## src/rtl/load_store_unit.sv

```systemverilog
// Load/store unit: aligns byte/half/word/double accesses onto the XLEN data bus and
// extends load data. Optional ACCESS watchdog is enabled by defining LSU_TIMEOUT_EN.
module load_store_unit #(
    parameter int XLEN           = 32,
    parameter int TIMEOUT_CYCLES = 64
) (
    input  logic              clk,
    input  logic              rst,
    input  logic              req_valid,
    output logic              req_ready,
    input  logic              req_wen,
    input  logic [XLEN-1:0]   req_addr,
    input  logic [XLEN-1:0]   req_wdata,
    input  logic [1:0]        req_width,
    input  logic              req_unsigned,
    output logic              resp_valid,
    output logic [XLEN-1:0]   resp_rdata,
    output logic              resp_load_misalign,
    output logic              resp_store_misalign,
    output logic              resp_fault,
    output logic              dmem_ren,
    output logic              dmem_wen,
    output logic [XLEN-1:0]   dmem_addr,
    output logic [XLEN/8-1:0] dmem_be,
    output logic [XLEN-1:0]   dmem_store,
    input  logic [XLEN-1:0]   dmem_load,
    input  logic              dhit
);

    localparam int NB = XLEN / 8;
    localparam int OW = $clog2(NB);

    typedef enum logic [1:0] {IDLE, ACCESS, RESP} state_t;

    state_t            state, state_next;
    logic              r_wen;
    logic              r_unsigned;
    logic [1:0]        r_width;
    logic [XLEN-1:0]   r_addr;
    logic [XLEN-1:0]   r_wdata;
    logic [OW-1:0]     offset;
    logic [NB-1:0]     width_mask;
    logic [XLEN-1:0]   keep_mask;
    logic [XLEN-1:0]   load_shifted;
    logic              load_sign;
    logic [XLEN-1:0]   load_ext;
    logic              req_misaligned;
    logic              timeout_hit;

    function automatic logic is_misaligned(input logic [1:0] width, input logic [2:0] addr);
        case (width)
            2'b00:   return 1'b0;
            2'b01:   return addr[0];
            2'b10:   return addr[1:0] != 2'b00;
            default: return (XLEN == 32) ? 1'b1 : (addr != 3'b000);
        endcase
    endfunction

    assign req_misaligned = is_misaligned(req_width, req_addr[2:0]);
    assign offset         = r_addr[OW-1:0];

    always_comb begin
        width_mask = '0;
        keep_mask  = '0;
        load_sign  = 1'b0;
        load_shifted = dmem_load >> {offset, 3'b000};
        case (r_width)
            2'b00: begin
                width_mask = NB'(8'h01);
                keep_mask  = XLEN'(8'hFF);
                load_sign  = load_shifted[7];
            end
            2'b01: begin
                width_mask = NB'(8'h03);
                keep_mask  = XLEN'(16'hFFFF);
                load_sign  = load_shifted[15];
            end
            2'b10: begin
                width_mask = NB'(8'h0F);
                keep_mask  = XLEN'(32'hFFFF_FFFF);
                load_sign  = load_shifted[31];
            end
            default: begin
                width_mask = NB'(8'hFF);
                keep_mask  = '1;
                load_sign  = load_shifted[XLEN-1];
            end
        endcase
        load_ext = load_shifted & keep_mask;
        if (!r_unsigned && load_sign) begin
            load_ext = load_ext | ~keep_mask;
        end
    end

    // Bus strobes depend on registered state only, never on dhit.
    assign req_ready  = (state == IDLE);
    assign resp_valid = (state == RESP);
    assign dmem_ren   = (state == ACCESS) && !r_wen;
    assign dmem_wen   = (state == ACCESS) && r_wen;
    assign dmem_addr  = (state == ACCESS) ? {r_addr[XLEN-1:OW], {OW{1'b0}}} : '0;
    assign dmem_be    = (state == ACCESS) ? (width_mask << offset) : '0;
    assign dmem_store = dmem_wen ? (r_wdata << {offset, 3'b000}) : '0;

`ifdef LSU_TIMEOUT_EN
    localparam int CW = $clog2(TIMEOUT_CYCLES + 1);
    logic [CW-1:0] wd_count;

    assign timeout_hit = (state == ACCESS) && !dhit && (wd_count == CW'(TIMEOUT_CYCLES - 1));

    always_ff @(posedge clk) begin
        if (rst || state != ACCESS) begin
            wd_count <= '0;
        end else if (!dhit) begin
            wd_count <= wd_count + 1'b1;
        end
    end

    // Fault flag changes only when a response is produced, so it holds like the others.
    always_ff @(posedge clk) begin
        if (rst) begin
            resp_fault <= 1'b0;
        end else if (state == IDLE && req_valid && req_misaligned) begin
            resp_fault <= 1'b0;
        end else if (state == ACCESS && dhit) begin
            resp_fault <= 1'b0;
        end else if (timeout_hit) begin
            resp_fault <= 1'b1;
        end
    end
`else
    assign timeout_hit = 1'b0;
    assign resp_fault  = 1'b0;
`endif

    always_comb begin
        state_next = state;
        case (state)
            IDLE:    if (req_valid) state_next = req_misaligned ? RESP : ACCESS;
            ACCESS:  if (dhit || timeout_hit) state_next = RESP;
            RESP:    state_next = IDLE;
            default: state_next = IDLE;
        endcase
    end

    // Response data and misalign flags are only written on the way into RESP.
    always_ff @(posedge clk) begin
        if (rst) begin
            state               <= IDLE;
            r_wen               <= 1'b0;
            r_unsigned          <= 1'b0;
            r_width             <= 2'b00;
            r_addr              <= '0;
            r_wdata             <= '0;
            resp_rdata          <= '0;
            resp_load_misalign  <= 1'b0;
            resp_store_misalign <= 1'b0;
        end else begin
            state <= state_next;
            case (state)
                IDLE: begin
                    if (req_valid) begin
                        r_wen      <= req_wen;
                        r_unsigned <= req_unsigned;
                        r_width    <= req_width;
                        r_addr     <= req_addr;
                        r_wdata    <= req_wdata;
                        if (req_misaligned) begin
                            resp_rdata          <= '0;
                            resp_load_misalign  <= !req_wen;
                            resp_store_misalign <= req_wen;
                        end
                    end
                end
                ACCESS: begin
                    if (dhit) begin
                        resp_rdata          <= r_wen ? '0 : load_ext;
                        resp_load_misalign  <= 1'b0;
                        resp_store_misalign <= 1'b0;
                    end else if (timeout_hit) begin
                        resp_rdata          <= '0;
                        resp_load_misalign  <= 1'b0;
                        resp_store_misalign <= 1'b0;
                    end
                end
                default: ;
            endcase
        end
    end

endmodule

```

## config.mk

```make
export PLATFORM = sky130hd
export DESIGN_NAME = load_store_unit
export DESIGN_NICKNAME = d
export VERILOG_FILES = /design/src/rtl/load_store_unit.sv
export SDC_FILE = /design/constraint.sdc
export NUM_CORES = 1
export LEC_CHECK = 0
export ABC_AREA = 1
export CORE_ASPECT_RATIO = 1.75
export CORE_MARGIN = 3
export CORE_UTILIZATION = 39
export CTS_CLUSTER_DIAMETER = 30
export DETAILED_ROUTE_END_ITERATION = 10
export MAX_ROUTING_LAYER = met4
export PLACE_DENSITY = 0.86
export SYNTH_ARGS = -nofsm -noshare
export SYNTH_HDL_FRONTEND = slang
export SYNTH_SLANG_ARGS = --single-unit
```

## constraint.sdc

```tcl
create_clock -name clk -period 1.35 [get_ports clk]
set_input_delay 0.135 -clock clk [delete_from_list [all_inputs] [get_ports clk]]
set_output_delay 0.135 -clock clk [all_outputs]
set_load 0.005 [all_outputs]
```

======== After elaboration in Yosys (flattened, before gate mapping) ========
Cells that the tools add are included.
storage, ports and cells
  register bits after elaboration ......... 104
  bits of input ports ..................... 104
  output and inout bits ................... 107
operators by class
  eq/ne operators ......................... 8
  shift operators ......................... 3
  muxes and demuxes ....................... 24
  bitwise logic cells ..................... 3
  reductions and logical operators ........ 14
operator list
  kind                number
  $mux 32             7
  $pmux 32 s2         2
  $and 32x32->32      1
  $not 32->32         1
  $or 32x32->32       1
  $shl 32x5->32       1
  $shr 32x5->32       1
  $pmux 4 s2          1
  $eq 2x1->1 const B  3
  $logic_not 2->1     3
  $mux 2              3
  $pmux 1 s2          3
  $mux 1              5
  $eq 2x2->1 const B  2
  $mux 4              1
  $ne 2x2->1 const B  2
  $pmux 2 s2          1
  $reduce_and 2->1    2
  $reduce_and 4->1    1
  $reduce_bool 2->1   2
  $shl 4x2->4         1
  $logic_and 1x1->1   3
  $logic_not 1->1     3
  $pmux 1 s3          1
  $ne 2x1->1 const B  1

======== Longest topological paths before layout ========
Gate-level depths: netlist (run 1).
  depth in word-level cells ............... 8
  gate-level depth with buffers ........... 10
  gate-level depth less buffers ........... 9

======== Worst setup path after synthesis (run 1) ========
Ideal clock, no wire load.
  path kind ............................... register to register
  from .................................... register state[0]
  to ...................................... register resp_rdata[6]
  data arrival time ....................... 1177 ps
  path slack .............................. 42 ps
  stages on the path, launching flop included .. 9
  cell sequence ........................... dfxtp_1 > inv_2 > nor2_8 > inv_2 > o21ai_2 > nand2_4 > buf_6 > nand2_1 > a21oi_2
on the way
  cells in the longest elaborated chain, start to end .. 3
  elaborated cells between the ends (all ways) .. 8
  those cells by class .................... eq/ne: 4; mux: 1; reduce/logical: 3
RTL lines
  element                                             line  RTL
  from (decl)                                         35    state_t state, state_next;
  from (signal assigned)                              158   state <= state_next;
  $eq 2x1->1 or $logic_not 2->1 (tied branches)       159   case (state)
  $ne 2x2->1 (no line), or another cell as far along  --
  $reduce_and 4->1 (no line)                          --
  to (signal assigned)                                176   resp_rdata <= r_wen ? '0 : load_ext;
  to (decl)                                           17    output logic [XLEN-1:0] resp_rdata,
Several ways; a longest one is shown, not always the timed one.
A chain may end at the register's enable or synchronous reset.

======== Final worst setup path (run 1) ========
  from .................................... register state[0]
  to ...................................... output dmem_store[16]
on the way
  cells in the longest elaborated chain, start to end .. 3
RTL lines
  element            line  RTL
  $eq 2x1->1         99    assign dmem_wen = (state == ACCESS) && r_wen;
  $logic_and 1x1->1  99
  $mux 32            102   assign dmem_store = dmem_wen ? (r_wdata << {offset, 3'b000}) : '0;
  to (decl)          25    output logic [XLEN-1:0] dmem_store,
No other way between the ends.

==> results of run 1 <==
cell usage in the layout (no fill, tap or decap), drive strengths merged:
cell type	Yosys	final
or2	1	1
nand4	1	1
buf	35	158
diode	0	1
clkdlybuf4s50	0	117
clkdlybuf4s15	0	17
nor3	9	9
nand2	151	153
o31ai	1	1
a211oi	8	8
nand3	43	43
clkinv	2	5
conb	1	3
inv	62	62
o211ai	14	14
dlygate4sd2	0	21
dlymetal6s2s	0	9
o21ai	103	103
a21oi	95	95
nor2	110	110
clkbuf	28	24
a31oi	7	7
clkinvlp	0	1
dfxtp	104	104
bufinv	0	2
a21o	1	1
a221oi	1	1
metal layers:
metal | vias to the layer above | GRT usage | part of all wire
met5 | - | - | 0
met4 | 0 | 0.141 | 0.071
met3 | 126 | 0.0340 | 0.068
met2 | 426 | 0.467 | 0.53
met1 | 3170 | 0.282 | 0.33
li1 | 3136 | - | -
per-stage QoR:
stage / cells / util / TNS (ns) / hold WS [ns] / setup WS (ns)
after global routing: 1242 / 0.734 / -42.12 / 0.406 / -0.539
after global placement: 1185 / 0.616 / -29.84 / 0.436 / -0.399
after floorplan: 779 / - / 0 / 0.282 / 0.0420
after CTS: 1219 / 0.668 / -31.78 / 0.380 / -0.453
final: 1242 / 0.734 / -35.39 / 0.391 / -0.495
after detailed placement: 1185 / 0.616 / -32.57 / 0.444 / -0.419
state kept, by name, summed over array words and instances (netlist names):
signal,count
resp_store_misalign,1
resp_rdata,32
resp_load_misalign,1
state,2
r_width,2
r_wdata,32
r_unsigned,1
r_addr,32
r_wen,1
cell families after synthesis:
group / after synthesis / share of synthesized area
other: 1 / 0.000718
and+or+nand+nor: 315 / 0.252
DFF: 104 / 0.399
buffers and inverters: 127 / 0.111
AOI/OAI and AO/OA: 230 / 0.238
what timing repair did:
action	in CTS	in global routing
gates cloned	5	16
pin swaps	17	20
setup buffers	15	7
hold buffers	0	0
gates resized for setup	322	183
endpoints found under the setup margin	178	157
worst max path at each step:
stage	from	endpoint	depth (start not counted)
2_1_floorplan	state[0]	resp_rdata[6]	8
3_3_place_gp	state[0]	dmem_store[19]	8
3_5_place_dp	state[0]	dmem_store[25]	7
4_1_cts	state[0]	dmem_store[16]	9
5_1_grt	state[0]	dmem_be[2]	7
6_report	state[0]	dmem_store[16]	9
worst min-delay path, stage by stage:
cell	delay, ns
clkdlybuf4s50_1	0.39
o21ai_1	0.13
a21oi_1	0.04
where the power goes:
part	leakage [nW]	switching [W]	internal [W]
registers	0.860	0.000125	0.00330
clock network	0.153	0.00124	0.00164
logic	3.08	0.00165	0.00148
total	4.09	0.00301	0.00641
area by class of cell:
cell class              instances  area, µm²
clock buffers                  10        229
fillers                       887       3460
repair buffers                336       3420
well taps                     171        214
clock inverters                 6       90.1
diodes                          1       2.50
inverters                      64        278
multi-input cells             550       3210
flip-flops and latches        104       2100
==> impl_metrics.ini, run 1 <==
[min_path]
hp-class = in2reg
holdPathStages = 3
hold_start = req_wdata[2]
whs_endpoint = r_wdata[2]

[run]
cap_violations = 0

[critical_path]
end_kind = output pin
required_ns = 1.22
r2r-end = resp_rdata[31]
slowest_delay_ns = 0.36
rr_worst_depth = 10
crit_fanout = 4
cp.arrival_ns = 1.71
cp-start-kind = register
r2r_start = state[0]
criticalPathCategory = reg2out
rrSetupSlack_ns = -0.29
crit_slowest_cell = dfxtp_2
crit_family = buffers and inverters
worst-path-buf-inv = 5
path_cells = inv_4 > nor2_8 > inv_4 > nor2_4 > buf_6 > buf_6 > nand2_2 > a31oi_1 > buf_2

[status]
outcome = finished with violations
violations = setup timing

[cts]
cts_buffer_depth = 2
clockRootBuffer = clkbuf_16
clock_latency_ns = 0.35
htree_num_levels = 3
clkTransAtPathRegs_ns = 0.08
cts_buffers = 9
cts.sinks = 104
cts_tree = done

[pwr]
power.total_w = 0.00942
powerDensity_nw_per_um2 = 987
p_leak_nw = 4.09
peakVddDrop_mv = 0.859

[global_routing]
grt_pass1_vias = 6176
grt_first_pass_wirelength_mm = 30.5
overflow = 0
grt_max_degree = 49
grt_use_total = 0.265
antenna_found_initial = 1

[sta]
period_share = 1.37
layout_min_cycle_time_ns = 1.84
finalWorstSetupSlack_ns = -0.495
hold_viol_final = 0
setup_violations = 146
rsz0062_at_grt = yes
finClkSkew_ns = 0.0116
max_freq_mhz = 542
finalMaxSlewViolations = 0

[yosys]
netlist_top_cells_count = nand2_1 (147), nor2_1 (107), dfxtp_1 (104), a21oi_1 (93), o21ai_0 (63)
synth_edf_count = 0
post_synth_main_area_contributors = dfxtp_1 (40%), nand2_1 (11%), a21oi_1 (8.9%)
yosysTopAreaCellShare = 0.399
netlist_instances = 777
ys_seq_area_frac = 0.399
yosysUniqueCellTypes = 34
async_reset_ff_frac = 0
syn_area_um2 = 5220
avgSynthCellArea_um2 = 6.72
synthFlopType = dfxtp_1
ys_warn_count = 0
ys_ff_latch = 104
yosysTopAreaCell = dfxtp_1
yosys.cell_count.top_type = nand2_1

[floorplanning]
std_cell_rows = 55
die_area_um2 = 14900
fp.dieW_um = 93.5
start_util = 0.401
die_y_um = 159
core_area_um2 = 13000
num_io_pins = 211

[detailed_routing]
drtIter0Drc = 554
num_vias = 6858
antenna_left = 0
avgRoutedWirePerCell_um = 19.0
drc = 0
viasPerCell = 5.52
drt_pre_antenna_iters = 5
wirelength_mm = 23.6

[placed_design]
placed_area_um2 = 8020
hpwl_mm = 13.9
io_buffers = 207
globalplace.congestion = 0.955

[finish]
drive_above_1_share = 0.345
fin_area_um2 = 9540
nNetsFinal = 1169
area.growth.synth_to_final_pct = 82.8
Power figures use the tool's default switching activity.
==> run 2: changes to the inputs <==
- GPL_TIMING_DRIVEN: default -> 0
==> run 2 against run 1 <==
Wire length up 16%. The flow still finishes with violations (setup timing). Critical path depth down 1. Die area unchanged. Non-clock buffer count up 1. Fmax down 2.6%. Critical path type unchanged. Hold slack worse by 0.22 ns. Design area up 5.4%. Largest cell class is now multi-input gates.
==> impl_metrics.ini, run 2 (synthesis results as in run 1) <==
[status]
outcome = finished with violations
violations = setup timing

[critical_path]
cp-startpoint = r_addr[0]
rrSetupSlack_ns = -0.44
crit_fanout = 10
required_ns = 1.22
r2r_start = state[0]
rr_worst_depth = 10
end_kind = output pin
criticalPathCategory = reg2out
r2r-end = resp_rdata[2]
cp.arrival_ns = 1.76
cp-start-kind = register

[detailed_routing]
drtIter0Drc = 544
wirelength_mm = 27.5
num_vias = 7280
drt_pre_antenna_iters = 6
viasPerCell = 5.87
antenna_left = 0
drc = 0
avgRoutedWirePerCell_um = 22.2

[global_routing]
grt_first_pass_wirelength_mm = 32.7
grt_use_total = 0.291
grt_max_degree = 18
antenna_found_initial = 0
grt_pass1_vias = 6263
overflow = 0

[min_path]
hold_start = rst
holdPathStages = 2
hp-class = in2reg
whs_endpoint = state[0]

[floorplanning]
start_util = 0.401
fp.dieW_um = 93.5
die_y_um = 159
core_area_um2 = 13000
die_area_um2 = 14900
std_cell_rows = 55
num_io_pins = 211

[finish]
drive_above_1_share = 0.401
fin_area_um2 = 10100
area.growth.synth_to_final_pct = 92.6
reg.largest.list = r_addr x32, r_wdata x32, resp_rdata x32
final_cell_mix = nand2_1 (130), clkdlybuf4s50_1 (115), dfxtp_1 (92), nor2_1 (63), buf_2 (63)
num_antenna_cells = 0
nNetsFinal = 1168
finalNonFillerCells = 1240
layout_commonest_cell = nand2_1

[cts]
htree_num_levels = 3
cts_buffer_depth = 2
clockRootBuffer = clkbuf_16
cts_tree = done
cts.sinks = 104
clock_latency_ns = 0.36
clkTransAtPathRegs_ns = 0.07
cts_buffers = 9

[sta]
setup_violations = 174
layout_min_cycle_time_ns = 1.89
finalMaxSlewViolations = 0
final.setup.tns_ns = -62.83
slew_headroom = 0.548
worst_slew_pin_slew_ns = 0.678
hold_viol_final = 0
rsz0062_at_grt = yes
max_freq_mhz = 528
finClkSkew_ns = 0.0110
period_share = 1.40
finalWorstSetupSlack_ns = -0.543

[run]
cap_violations = 0

[placed_design]
globalplace.congestion = 0.985
io_buffers = 206
placedCellCount = 1156
hpwl_mm = 15.0
placed_area_um2 = 7500

[pwr]
peakVddDrop_mv = 1.11
powerDensity_nw_per_um2 = 964
p_leak_nw = 4.25
[run 2: final cells by class]
type	count	area, µm²
multi-input cells	548	3620
fillers	778	2950
repair buffers	276	2830
flip-flops and latches	104	2100
plain buffers	61	707
inverters	64	280
clock buffers	10	239
well taps	171	214
clock inverters	6	66.3
[run 2: worst max path at each step]
stage	to	cells after the start
after global placement	dmem_store[25]	7
after detailed placement	dmem_store[25]	7
after floorplan	resp_rdata[6]	8
after CTS	dmem_store[22]	8
after global routing	dmem_store[27]	8
final	dmem_store[27]	8
[run 2: metal layers]
metal,vias up,track usage,part of all wire
met3,206,0.0388,0.071
met1,3400,0.294,0.32
li1,3129,-,-
met2,545,0.503,0.51
met4,0,0.202,0.097
met5,-,-,0
[run 2: power by group]
part           internal [W]  leakage (nW)  switching (W)
clock               0.00150         0.153        0.00126
combinational       0.00159          3.24        0.00190
sequential          0.00330         0.862       0.000156
[run 2: worst max-delay path, cell delays in order, from the launching register on]
cell,delay (ns)
dfxtp_4,0.36
inv_4,0.08
buf_6,0.12
buf_6,0.13
nand2_1,0.11
nand2_1,0.11
nor2_1,0.08
a211oi_4,0.25
buf_2,0.16
[run 2: metrics by stage]
step / utilization / total power [W] / hold slack, ns / worst slack, ns
global placement: 0.577 / 0.00535 / 0.439 / -0.811
CTS: 0.658 / 0.00857 / 0.163 / -0.481
finish: 0.773 / 0.00969 / 0.174 / -0.543
detailed placement: 0.577 / 0.00538 / 0.444 / -0.857
floorplan: - / 0.00455 / 0.282 / 0.0420
global route: 0.773 / 0.00997 / 0.186 / -0.608
[run 2: what timing repair did]
item / in CTS / in global routing
gates cloned: 10 / 15
hold buffers: 0 / 0
buffers inserted: 27 / 23
resized for setup: 460 / 319
endpoints found under the setup margin: 182 / 193
pin swaps: 17 / 75
==> run 3: changes to the inputs <==
- RECOVER_POWER: default -> 100
==> run 3 against run 2 <==
The flow still finishes with violations (setup timing). Largest power group unchanged. Count of clock-buffer cells in the layout unchanged. Hold slack lost 0.0097 ns. Power about the same. Sequential power about the same.
==> impl_metrics.ini, run 3 (synthesis results as in run 1) <==
[critical_path]
criticalPathCategory = reg2out
worst-path-buf-inv = 4
cp-start-kind = register
crit_slowest_cell = dfxtp_4
crit_end = dmem_store[27]
crit_fanout = 10
slowest_delay_ns = 0.36
rr_worst_depth = 10
r2r-end = resp_rdata[2]
crit_cells = 8
required_ns = 1.22
path_cells = inv_4 > buf_6 > buf_6 > nand2_1 > nand2_1 > nor2_1 > a211oi_4 > buf_2
end_kind = output pin
r2r_start = state[0]
cp-startpoint = r_addr[0]
crit_family = buffers and inverters
rrSetupSlack_ns = -0.44
cp.arrival_ns = 1.76

[pwr]
p_leak_nw = 4.23
peakVddDrop_mv = 1.11
powerDensity_nw_per_um2 = 964

[sta]
setup_violations = 174
finalWorstSetupSlack_ns = -0.544
rsz0062_at_grt = yes
finalMaxSlewViolations = 0
slew_headroom = 0.553
hold_viol_final = 0
period_share = 1.40
finClkSkew_ns = 0.0108
max_freq_mhz = 528
whs_ns = 0.164
worst_slew_pin_slew_ns = 0.670
layout_min_cycle_time_ns = 1.89

[global_routing]
grt_use_total = 0.291
grt_first_pass_wirelength_mm = 32.7
grt_max_degree = 18
grt_pass1_vias = 6263
overflow = 0
antenna_found_initial = 0

[detailed_routing]
viasPerCell = 5.88
antenna_left = 0
wl_met2_mm = 13.9
top_layer = met4
wirelength_mm = 27.4
num_vias = 7292
drtIter0Drc = 544
route.met3.wl_mm = 1.93
drc = 0
m1WireLength_mm = 8.87
avgRoutedWirePerCell_um = 22.1
drt_pre_antenna_iters = 6

[placed_design]
globalplace.congestion = 0.985
hpwl_mm = 15.0
io_buffers = 206
pre_cts_slack_ns = -0.857
placedCellCount = 1156

[min_path]
hp-class = in2reg
holdPathStages = 2

[cts]
cts_hold_buffers = 0
clock_latency_ns = 0.36
cts_tree = done
cts_buffers = 9
clkTransAtPathRegs_ns = 0.07
htree_num_levels = 3
clockRootBuffer = clkbuf_16
cts.sinks = 104
cts_buffer_depth = 2

[finish]
area.growth.synth_to_final_pct = 92.6
nNetsFinal = 1168
num_antenna_cells = 0
filler_cell_count = 779
drive_above_1_share = 0.401
layout_commonest_cell = nand2_1
final_cell_mix = nand2_1 (130), clkdlybuf4s50_1 (115), dfxtp_1 (92), nor2_1 (63), buf_2 (63)
reg.largest.list = r_addr x32, r_wdata x32, resp_rdata x32
finalNonFillerCells = 1240

[floorplanning]
start_util = 0.401
core_area_um2 = 13000
die_y_um = 159
num_io_pins = 211
die_area_um2 = 14900
fp.dieW_um = 93.5
std_cell_rows = 55

[run]
cap_violations = 0

[status]
outcome = finished with violations
violations = setup timing
[run 3: changes by cell type in the layout (fill, tap and decap cells not counted)]
| cell | change |
|---|---|
| clkdlybuf4s25_1 | +1 |
| dlymetal6s2s_1 | -1 |
[run 3: worst register-to-register path, delay by kind of cell, from the launching register on]
| kind | cells | cell delay, ns |
|---|---|---|
| AOI/OAI and AO/OA | 2 | 0.23 |
| DFF | 1 | 0.36 |
| and+or+nand+nor | 3 | 0.44 |
| buffers and inverters | 5 | 0.64 |
[run 3: routing by layer]
layer,track usage,up-vias
li1,-,3127
met1,0.294,3406
met2,0.503,551
met3,0.0388,208
met4,0.202,0
met5,-,-
[run 3: area by class of cell]
| class | instances | area (µm²) | area share |
|---|---|---|---|
| buffer | 61 | 707 | 0.0703 |
| clock buffer | 10 | 239 | 0.0238 |
| clock inverter | 6 | 66.3 | 0.00660 |
| inverter | 64 | 280 | 0.0279 |
| multi-input combinational | 548 | 3620 | 0.360 |
| sequential | 104 | 2100 | 0.209 |
| tap | 171 | 214 | 0.0213 |
| timing repair buffer | 276 | 2830 | 0.281 |
[run 3: power by group]
part / leakage (nW) / internal [W] / total (W) / switching, W
clock network: 0.153 / 0.00150 / 0.00276 / 0.00125
logic: 3.22 / 0.00159 / 0.00348 / 0.00190
registers: 0.862 / 0.00330 / 0.00345 / 0.000155
total: 4.23 / 0.00638 / 0.00969 / 0.00331
[run 3: worst min-delay path by stage]
stage,startpoint,endpoint,slack (ns)
after floorplan,req_wdata[10],r_wdata[10],0.28
after global placement,r_addr[23],r_addr[23],0.44
after detailed placement,r_addr[18],r_addr[18],0.44
after CTS,rst,resp_rdata[31],0.16
after global routing,rst,state[0],0.19
final,rst,state[0],0.16
[run 3: timing repair]
item                                    4_1_cts  5_1_grt
cloned                                       10       15
endpoints found under the setup margin      182      193
buffers inserted                             27       23
gates resized for setup                     460      319
pin swaps                                    17       75
[run 3: through the flow]
step	setup TNS [ns]	instance area (µm²)	util	total power [W]
after floorplan	0	5230	-	0.00455
after global placement	-53.70	7500	0.577	0.00535
after detailed placement	-56.18	7500	0.577	0.00538
after CTS	-35.59	8560	0.658	0.00857
after global routing	-70.84	10100	0.773	0.00997
final	-62.39	10100	0.773	0.00969
